<file path="config.mk">
export PLATFORM = sky130hd
export DESIGN_NAME = mem_ctrl
export DESIGN_NICKNAME = d
export VERILOG_FILES = /design/src/rtl/mem_ctrl_pkg.sv /design/src/rtl/mem_ctrl.sv
export SDC_FILE = /design/constraint.sdc
export NUM_CORES = 1
export LEC_CHECK = 0
export CAP_MARGIN = 20
export CELL_PAD_IN_SITES_DETAIL_PLACEMENT = 1
export CELL_PAD_IN_SITES_GLOBAL_PLACEMENT = 1
export CORE_MARGIN = 4
export CORE_UTILIZATION = 30
export DETAILED_ROUTE_END_ITERATION = 6
export PLACE_DENSITY_LB_ADDON = 0.1
export SETUP_SLACK_MARGIN = 0.1
export SLEW_MARGIN = 0
export SYNTH_ARGS = -nofsm -noshare
export SYNTH_HDL_FRONTEND = slang
export SYNTH_SLANG_ARGS = --single-unit
</file>
<file path="constraint.sdc">
create_clock -name clk -period 9.7 [get_ports clk]
set_input_delay 2.91 -clock clk [delete_from_list [all_inputs] [get_ports clk]]
set_output_delay 2.91 -clock clk [all_outputs]
set_load 0.1 [all_outputs]
</file>
<file path="src/rtl/mem_ctrl_pkg.sv">
// Shared constants, state encoding and size decode for the memory-side responder.
package mem_ctrl_pkg;

  localparam int unsigned DATA_WIDTH = 32;

  localparam logic TRUE  = 1'b1;
  localparam logic FALSE = 1'b0;

  localparam logic [DATA_WIDTH-1:0] ZERO_DATA = '0;

  // Request size encodings, in bytes
  localparam logic [2:0] SIZE_BYTE = 3'd1;
  localparam logic [2:0] SIZE_HALF = 3'd2;
  localparam logic [2:0] SIZE_WORD = 3'd4;

  typedef enum logic [1:0] {
    StIdle,
    StRead,
    StWrite
  } state_e;

  // Any encoding other than 1 or 2 bytes is serviced as a full word
  function automatic logic [2:0] size_bytes(input logic [2:0] size);
    case (size)
      SIZE_BYTE: return SIZE_BYTE;
      SIZE_HALF: return SIZE_HALF;
      default:   return SIZE_WORD;
    endcase
  endfunction

endpackage

</file>
<file path="src/rtl/mem_ctrl.sv">
// Memory-side responder: serializes 1/2/4-byte loads and stores over a byte-wide
// synchronous RAM port, little-endian, with rollback and I/O write back-pressure.
module mem_ctrl
  import mem_ctrl_pkg::*;
#(
  parameter int unsigned ADDR_WIDTH  = 32,
  parameter int unsigned IO_MASK_BIT = 17
) (
  input  logic                  clk,
  input  logic                  rst,
  input  logic                  in_rollback,
  input  logic                  in_mem_ena,
  input  logic                  in_mem_iswrite,
  input  logic [ADDR_WIDTH-1:0] in_mem_addr,
  input  logic [DATA_WIDTH-1:0] in_mem_write_data,
  input  logic [2:0]            in_mem_size,
  output logic                  out_mem_ready,
  output logic [DATA_WIDTH-1:0] out_mem_read_data,
  input  logic [7:0]            in_ram_data,
  output logic [ADDR_WIDTH-1:0] out_ram_addr,
  output logic [7:0]            out_ram_data,
  output logic                  out_ram_wr,
  input  logic                  in_io_buffer_full
);

  function automatic logic is_io(input logic [ADDR_WIDTH-1:0] a);
    return a[IO_MASK_BIT -: 2] == 2'b11;
  endfunction

  state_e                state_q, state_d;
  logic [ADDR_WIDTH-1:0] addr_q, addr_d;
  logic [DATA_WIDTH-1:0] wdata_q, wdata_d;
  logic [2:0]            nbytes_q, nbytes_d;
  logic [2:0]            issue_idx_q, issue_idx_d;  // next byte to put on the RAM port
  logic [1:0]            recv_idx_q, recv_idx_d;    // next lane to capture
  logic                  skip_q, skip_d;            // first READ edge has no data yet
  logic [23:0]           acc_q, acc_d;

  logic                  ready_d;
  logic [DATA_WIDTH-1:0] rdata_d;
  logic [ADDR_WIDTH-1:0] ram_addr_d;
  logic [7:0]            ram_data_d;
  logic                  ram_wr_d;

  logic [ADDR_WIDTH-1:0] cur_addr;
  logic [7:0]            cur_byte;
  logic [1:0]            last_idx;
  logic [DATA_WIDTH-1:0] load_word;

  assign cur_addr = addr_q + ADDR_WIDTH'(issue_idx_q);
  assign last_idx = 2'(nbytes_q - 3'd1);

  // Byte-lane steering for the store byte currently being issued
  always_comb begin
    cur_byte = wdata_q[7:0];
    case (issue_idx_q[1:0])
      2'd0:    cur_byte = wdata_q[7:0];
      2'd1:    cur_byte = wdata_q[15:8];
      2'd2:    cur_byte = wdata_q[23:16];
      default: cur_byte = wdata_q[31:24];
    endcase
  end

  // Zero-extended load result; the final byte bypasses the accumulator
  always_comb begin
    load_word = ZERO_DATA;
    case (nbytes_q)
      SIZE_BYTE: load_word = {24'h0, in_ram_data};
      SIZE_HALF: load_word = {16'h0, in_ram_data, acc_q[7:0]};
      default:   load_word = {in_ram_data, acc_q};
    endcase
  end

  // Next-state and registered-output logic
  always_comb begin
    state_d     = state_q;
    addr_d      = addr_q;
    wdata_d     = wdata_q;
    nbytes_d    = nbytes_q;
    issue_idx_d = issue_idx_q;
    recv_idx_d  = recv_idx_q;
    skip_d      = skip_q;
    acc_d       = acc_q;
    ready_d     = FALSE;
    rdata_d     = ZERO_DATA;
    ram_addr_d  = out_ram_addr;
    ram_data_d  = out_ram_data;
    ram_wr_d    = FALSE;

    unique case (state_q)
      StIdle: begin
        if (in_mem_ena && !in_rollback) begin
          addr_d     = in_mem_addr;
          wdata_d    = in_mem_write_data;
          nbytes_d   = size_bytes(in_mem_size);
          recv_idx_d = 2'd0;
          skip_d     = TRUE;
          acc_d      = '0;
          if (in_mem_iswrite) begin
            state_d = StWrite;
            if (is_io(in_mem_addr) && in_io_buffer_full) begin
              issue_idx_d = 3'd0;
            end else begin
              ram_addr_d  = in_mem_addr;
              ram_data_d  = in_mem_write_data[7:0];
              ram_wr_d    = TRUE;
              issue_idx_d = 3'd1;
            end
          end else begin
            state_d     = StRead;
            ram_addr_d  = in_mem_addr;
            issue_idx_d = 3'd1;
          end
        end
      end

      StRead: begin
        if (in_rollback) begin
          state_d = StIdle;
          acc_d   = '0;
        end else begin
          if (issue_idx_q < nbytes_q) begin
            ram_addr_d  = cur_addr;
            issue_idx_d = issue_idx_q + 3'd1;
          end
          if (skip_q) begin
            skip_d = FALSE;
          end else if (recv_idx_q == last_idx) begin
            ready_d = TRUE;
            rdata_d = load_word;
            acc_d   = '0;
            state_d = StIdle;
          end else begin
            case (recv_idx_q)
              2'd0:    acc_d[7:0]   = in_ram_data;
              2'd1:    acc_d[15:8]  = in_ram_data;
              default: acc_d[23:16] = in_ram_data;
            endcase
            recv_idx_d = recv_idx_q + 2'd1;
          end
        end
      end

      StWrite: begin
        if (issue_idx_q < nbytes_q) begin
          // A full UART buffer holds an I/O byte back; retry it next cycle
          if (!(is_io(cur_addr) && in_io_buffer_full)) begin
            ram_addr_d  = cur_addr;
            ram_data_d  = cur_byte;
            ram_wr_d    = TRUE;
            issue_idx_d = issue_idx_q + 3'd1;
          end
        end else begin
          ready_d = TRUE;
          state_d = StIdle;
        end
      end

      default: state_d = StIdle;
    endcase
  end

  // State and output registers
  always_ff @(posedge clk or posedge rst) begin
    if (rst) begin
      state_q           <= StIdle;
      addr_q            <= '0;
      wdata_q           <= '0;
      nbytes_q          <= SIZE_WORD;
      issue_idx_q       <= 3'd0;
      recv_idx_q        <= 2'd0;
      skip_q            <= FALSE;
      acc_q             <= '0;
      out_mem_ready     <= FALSE;
      out_mem_read_data <= ZERO_DATA;
      out_ram_addr      <= '0;
      out_ram_data      <= 8'h00;
      out_ram_wr        <= FALSE;
    end else begin
      state_q           <= state_d;
      addr_q            <= addr_d;
      wdata_q           <= wdata_d;
      nbytes_q          <= nbytes_d;
      issue_idx_q       <= issue_idx_d;
      recv_idx_q        <= recv_idx_d;
      skip_q            <= skip_d;
      acc_q             <= acc_d;
      out_mem_ready     <= ready_d;
      out_mem_read_data <= rdata_d;
      out_ram_addr      <= ram_addr_d;
      out_ram_data      <= ram_data_d;
      out_ram_wr        <= ram_wr_d;
    end
  end

endmodule

</file>
**Word level (Yosys, flattened, before mapping)**

Index checks and enable logic that the tools add are counted.

- Register bits after elaboration: 173
- Output and inout port bits: 74

- Add/sub/neg operators: 4
- Order comparisons: 1
- Eq/ne operators: 28
- Mux-type cells: 63
- Reductions and logical operators: 21

Operator list:

| kind | count |
|---|---|
| $mux 32 | 11 |
| $mux 24 | 4 |
| $pmux 32 s3 | 1 |
| $mux 8 | 8 |
| $pmux 32 s2 | 1 |
| $pmux 24 s2 | 1 |
| $add 32x3->32 | 1 |
| $pmux 8 s3 | 1 |
| $mux 2 | 10 |
| $ne 2x2->1 const B | 10 |
| $mux 3 | 6 |
| $pmux 8 s2 | 1 |
| $reduce_and 4->1 | 4 |
| $mux 1 | 12 |
| $ne 4x4->1 const B | 3 |
| $reduce_and 6->1 | 2 |
| $ne 3x3->1 const B | 3 |
| $pmux 3 s3 | 1 |
| $eq 2x2->1 const B | 4 |
| $reduce_and 7->1 | 1 |
| $eq 2x1->1 const B | 3 |
| $eq 3x1->1 const B | 2 |
| $eq 3x2->1 const B | 2 |
| $logic_not 2->1 | 3 |
| 17 further kinds | 22 |

**Depth between registers and ports, before layout**

- Word-level depth: 7
- Mapped depth: 11

**Worst setup path before layout**

No wires, ideal clock.

- Kind: input port to flip-flop
- From: in in_rollback
- To: reg out_ram_data[0]
- Library setup time: 91 ps
- Arrival: 4283 ps
- Data required time: 9609 ps
- Slack: 5326 ps
- Stages on the path: 6
- Path buffers: 1
- Cells stage by stage: nand2b_1 -> or3_1 -> a21boi_0 -> or3_1 -> clkbuf_1 -> o221ai_1

- Cells in the longest elaborated chain, start to end: 4

Ends and longest elaborated chain:

| element | RTL line | source |
|---|---|---|
| from (decl) | mem_ctrl.sv:11 | `input logic in_rollback,` |
| $logic_not 1->1 | mem_ctrl.sv:92 | `if (in_mem_ena && !in_rollback) begin` |
| $logic_and 1x1->1 | mem_ctrl.sv:92 |  |
| $ne 2x2->1 (no line) | n/a |  |
| $reduce_and 6->1 (no line) | n/a |  |
| to (signal assigned) | mem_ctrl.sv:191 | `out_ram_data <= ram_data_d;` |
| to (decl) | mem_ctrl.sv:21 | `output logic [7:0] out_ram_data,` |

Every way passes these cells.
A chain may end at the register's enable or synchronous reset.

**Worst setup path after layout**

- From: in in_rollback
- To: reg out_mem_read_data[12]

- Cells in the longest elaborated chain, start to end: 2

Ends and longest elaborated chain:

| element | RTL line | source |
|---|---|---|
| $mux 32 | mem_ctrl.sv:118 | `if (in_rollback) begin` |
| $mux 32 | mem_ctrl.sv:90 | `unique case (state_q)` |
| via rdata_d[12] | mem_ctrl.sv:40 | `logic [DATA_WIDTH-1:0] rdata_d;` |
| to (signal assigned) | mem_ctrl.sv:189 | `out_mem_read_data <= rdata_d;` |
| to (decl) | mem_ctrl.sv:18 | `output logic [DATA_WIDTH-1:0] out_mem_read_data,` |

The timed path passes the listed nets, and every way through them passes these cells.

==> run summary <==
GRT Total Usage = 14.7%
Die area = 30300 um^2
Remaining antenna violation count = 0
R2r worst-path depth = 9
DR vias = 5801
Sink Count = 173
Post-synth top area cell = dfrtp_1
Placer congestion estimate = 0.748
Yosys cell types = 50
DR pass1 iterations = 5
Max Slew Vio Count = 0
Worst slew pin tran = 1.04 ns
RSZ-0062 raised after global routing = no
Detailed-route vias per instance = 4.86
Root buf cell = clkbuf_16
Startpoint Class = primary input
Critical path cell sequence = clkdlybuf4s50_1 > nor2b_1 > nand3_1 > nor3b_1 > a22o_1
Maximum VDD drop = 0.000207 V
Outcome = completed
Clock-pin slew on the worst setup and hold paths = 0.08 ns
Wire per inst = 18.5 um
Post-Syn Area = 8280 um^2
Syn Nets = 796
Yosys warns = 0
Top Ports = 155
Final setup vio count = 0
Total power = 3.91 mW
Crit Path Category = primary input to flip-flop
Hold depth = 1
Share of layout cells above drive strength 1 = 19.8%
Peak fanout along the critical path = 12
Die span in x = 174 um
Max cap viols = 0
Buffers on Ports = 154
Slowest CP cell = nor3b_1
First-pass GRT wire length = 35500 um
Gr ovfl total = 0
Fill cells = 2934
# DRC = 0
Rows = 60
CP peak stage delay = 0.97 ns
List of most frequent post-synthesis cells = dfrtp_1, mux2_2, nor2_1
Area Overhead vs Synth = 29.9%
Arrival time at the worst endpoint = 5.29 ns
Setup TNS = 0 ns
Hold Path Sink = out_mem_read_data[21]
Setup bufs post-CTS = 0
Synth async-reset ratio = 100%
Core ar. = 27000 um^2
Primary FF master, synth = dfrtp_1
Vias in the first global route = 6417
Clock Latency Late Sink = 0.44 ns
Diodes inserted = 0
Fin crit share = 50.9%
Hold Startpoint = acc_q[21]
Pwr Density = 363 nW/um^2
Cts repair resizes = 0
Min-Delay Path Class = flip-flop to flip-flop
Post-synth EDFFs = 0
Post-DP HPWL = 15600 um
Most frequent cell after synthesis = dfrtp_1
Crit path launch = in_rollback
Fin crit period = 4.93 ns
TritonCTS Buffers = 17
Clock H-tree levels = 4
NumNets Final = 939
Drt total wl = 22100 um
Synth area leaders = dfrtp_1, mux2_2, mux2_4
Initial antenna violation count = 0
Worst setup EP type = flip-flop
CTS Hold Buffers Added = 0
Largest net degree at the start of global routing = 110
Worst Skew = 0.0176 ns
Initial DRC count = 339
Slew HR = 30.4%
Flops & latches, synth = 173
Leak Pwr = 4.67 nW
F_max = 203 MHz
Die height = 174 um
Starting Density = 30.6%
Share of the synthesized area in the top cell type = 52.0%
Reg2reg start = issue_idx_q[1]
Synth Area per Inst = 11.9 um^2
Fin. Hold Viols = 0
Post-Syn Instances = 697
Max Buffers Root-to-Sink = 2
Reg2Reg Setup Slack = 6.25 ns
WP data required = 10.06 ns
Register area share after synthesis = 52.3%
CTS tree = built
FF-to-FF End = out_ram_addr[31]
-- routing by layer --
layer  vias up  wire [um]  track usage (%)  share of wire [%]
met5         -          0                0                  0
met4         0        235             4.19                1.1
met3        17        922             3.41                4.2
met2       111      10600             24.0                 48
met1      2939      10300             19.5                 47
li1       2734          -                -                  -
-- kinds of logic (layout without fill, tap and decap cells) --
logic type | after synthesis | in the layout | share of synthesized area, %
AOI/OAI and AO/OA | 111 | 111 | 9.04
xor gates and xnor gates | 33 | 33 | 3.49
adders and majority gates | 18 | 18 | 2.81
buffers and inverters | 63 | 219 | 3.46
DFF | 173 | 173 | 52.3
muxes | 125 | 125 | 18.3
and+or+nand+nor | 174 | 174 | 10.5
-- flip-flops by register name, summed over array words and instances, names as in the netlist --
register / count
out_ram_addr: 32
out_mem_ready: 1
nbytes_q: 3
skip_q: 1
out_mem_read_data: 32
acc_q: 24
issue_idx_q: 3
addr_q: 32
wdata_q: 32
recv_idx_q: 2
out_ram_data: 8
state_q: 2
out_ram_wr: 1
-- worst max-delay path by stage --
stage / end / slack [ns] / cells past startpoint
3_3_place_gp: out_ram_addr[31] / 4.46 / 6
3_5_place_dp: out_mem_read_data[11] / 4.33 / 5
4_1_cts: out_ram_data[6] / 4.78 / 1
5_1_grt: out_mem_read_data[12] / 4.56 / 5
6_report: out_mem_read_data[12] / 4.77 / 5
2_1_floorplan: acc_q[0] / 2.10 / 1
-- placed cells by master (no fill, tap or decap), types with 5 or more instances in the layout --
master	n
nand3_1	10
a21oi_1	43
inv_1	27
a222oi_1	8
nand2_1	35
a22oi_1	8
clkbuf_16	17
mux2_2	93
nor2_1	61
nand4_1	7
dfrtp_1	172
xor2_1	20
o21ai_0	11
ha_1	16
nand2b_1	5
xnor2_1	13
mux2_4	30
and2_1	25
clkinv_4	6
o221ai_1	8
and3_1	10
clkdlybuf4s50_1	154
a22o_1	10
a21o_1	5
-- cell type report --
class	count	area (um^2)	share of cell area, %
tap	341	427	3.97
clock inverter	15	178	1.65
timing repair buffer	159	1620	15.1
sequential	173	4330	40.3
clock buffer	17	425	3.96
inverter	28	110	1.02
multi-input combinational	461	3660	34.1
-- worst max-delay path: cells and delay by family --
family / cells / cell delay, ns
AOI/OAI and AO/OA: 1 / 0.26
buffers and inverters: 1 / 0.44
and+or+nand+nor: 3 / 1.67
-- power breakdown --
group | total, mW | switching (mW) | internal (mW)
Combinational | 1.99 | 1.22 | 0.771
Clock | 0.698 | 0.329 | 0.369
Sequential | 1.22 | 0.221 | 0.995
Total | 3.91 | 1.77 | 2.14
-- stage by stage --
stage          worst slack (ns)  hold WS [ns]  cell area, um^2  utilization, %  cells
2_1_floorplan              2.10         0.449             8280               -    697
3_3_place_gp               4.46         0.466            10100            37.4   1160
3_5_place_dp               4.33         0.478            10100            37.4   1160
4_1_cts                    4.78         0.494            10700            39.6   1192
5_1_grt                    4.56         0.504            10800            39.8   1194
6_report                   4.77         0.475            10800            39.8   1194
No activity file was read; power rests on OpenSTA's default activity.
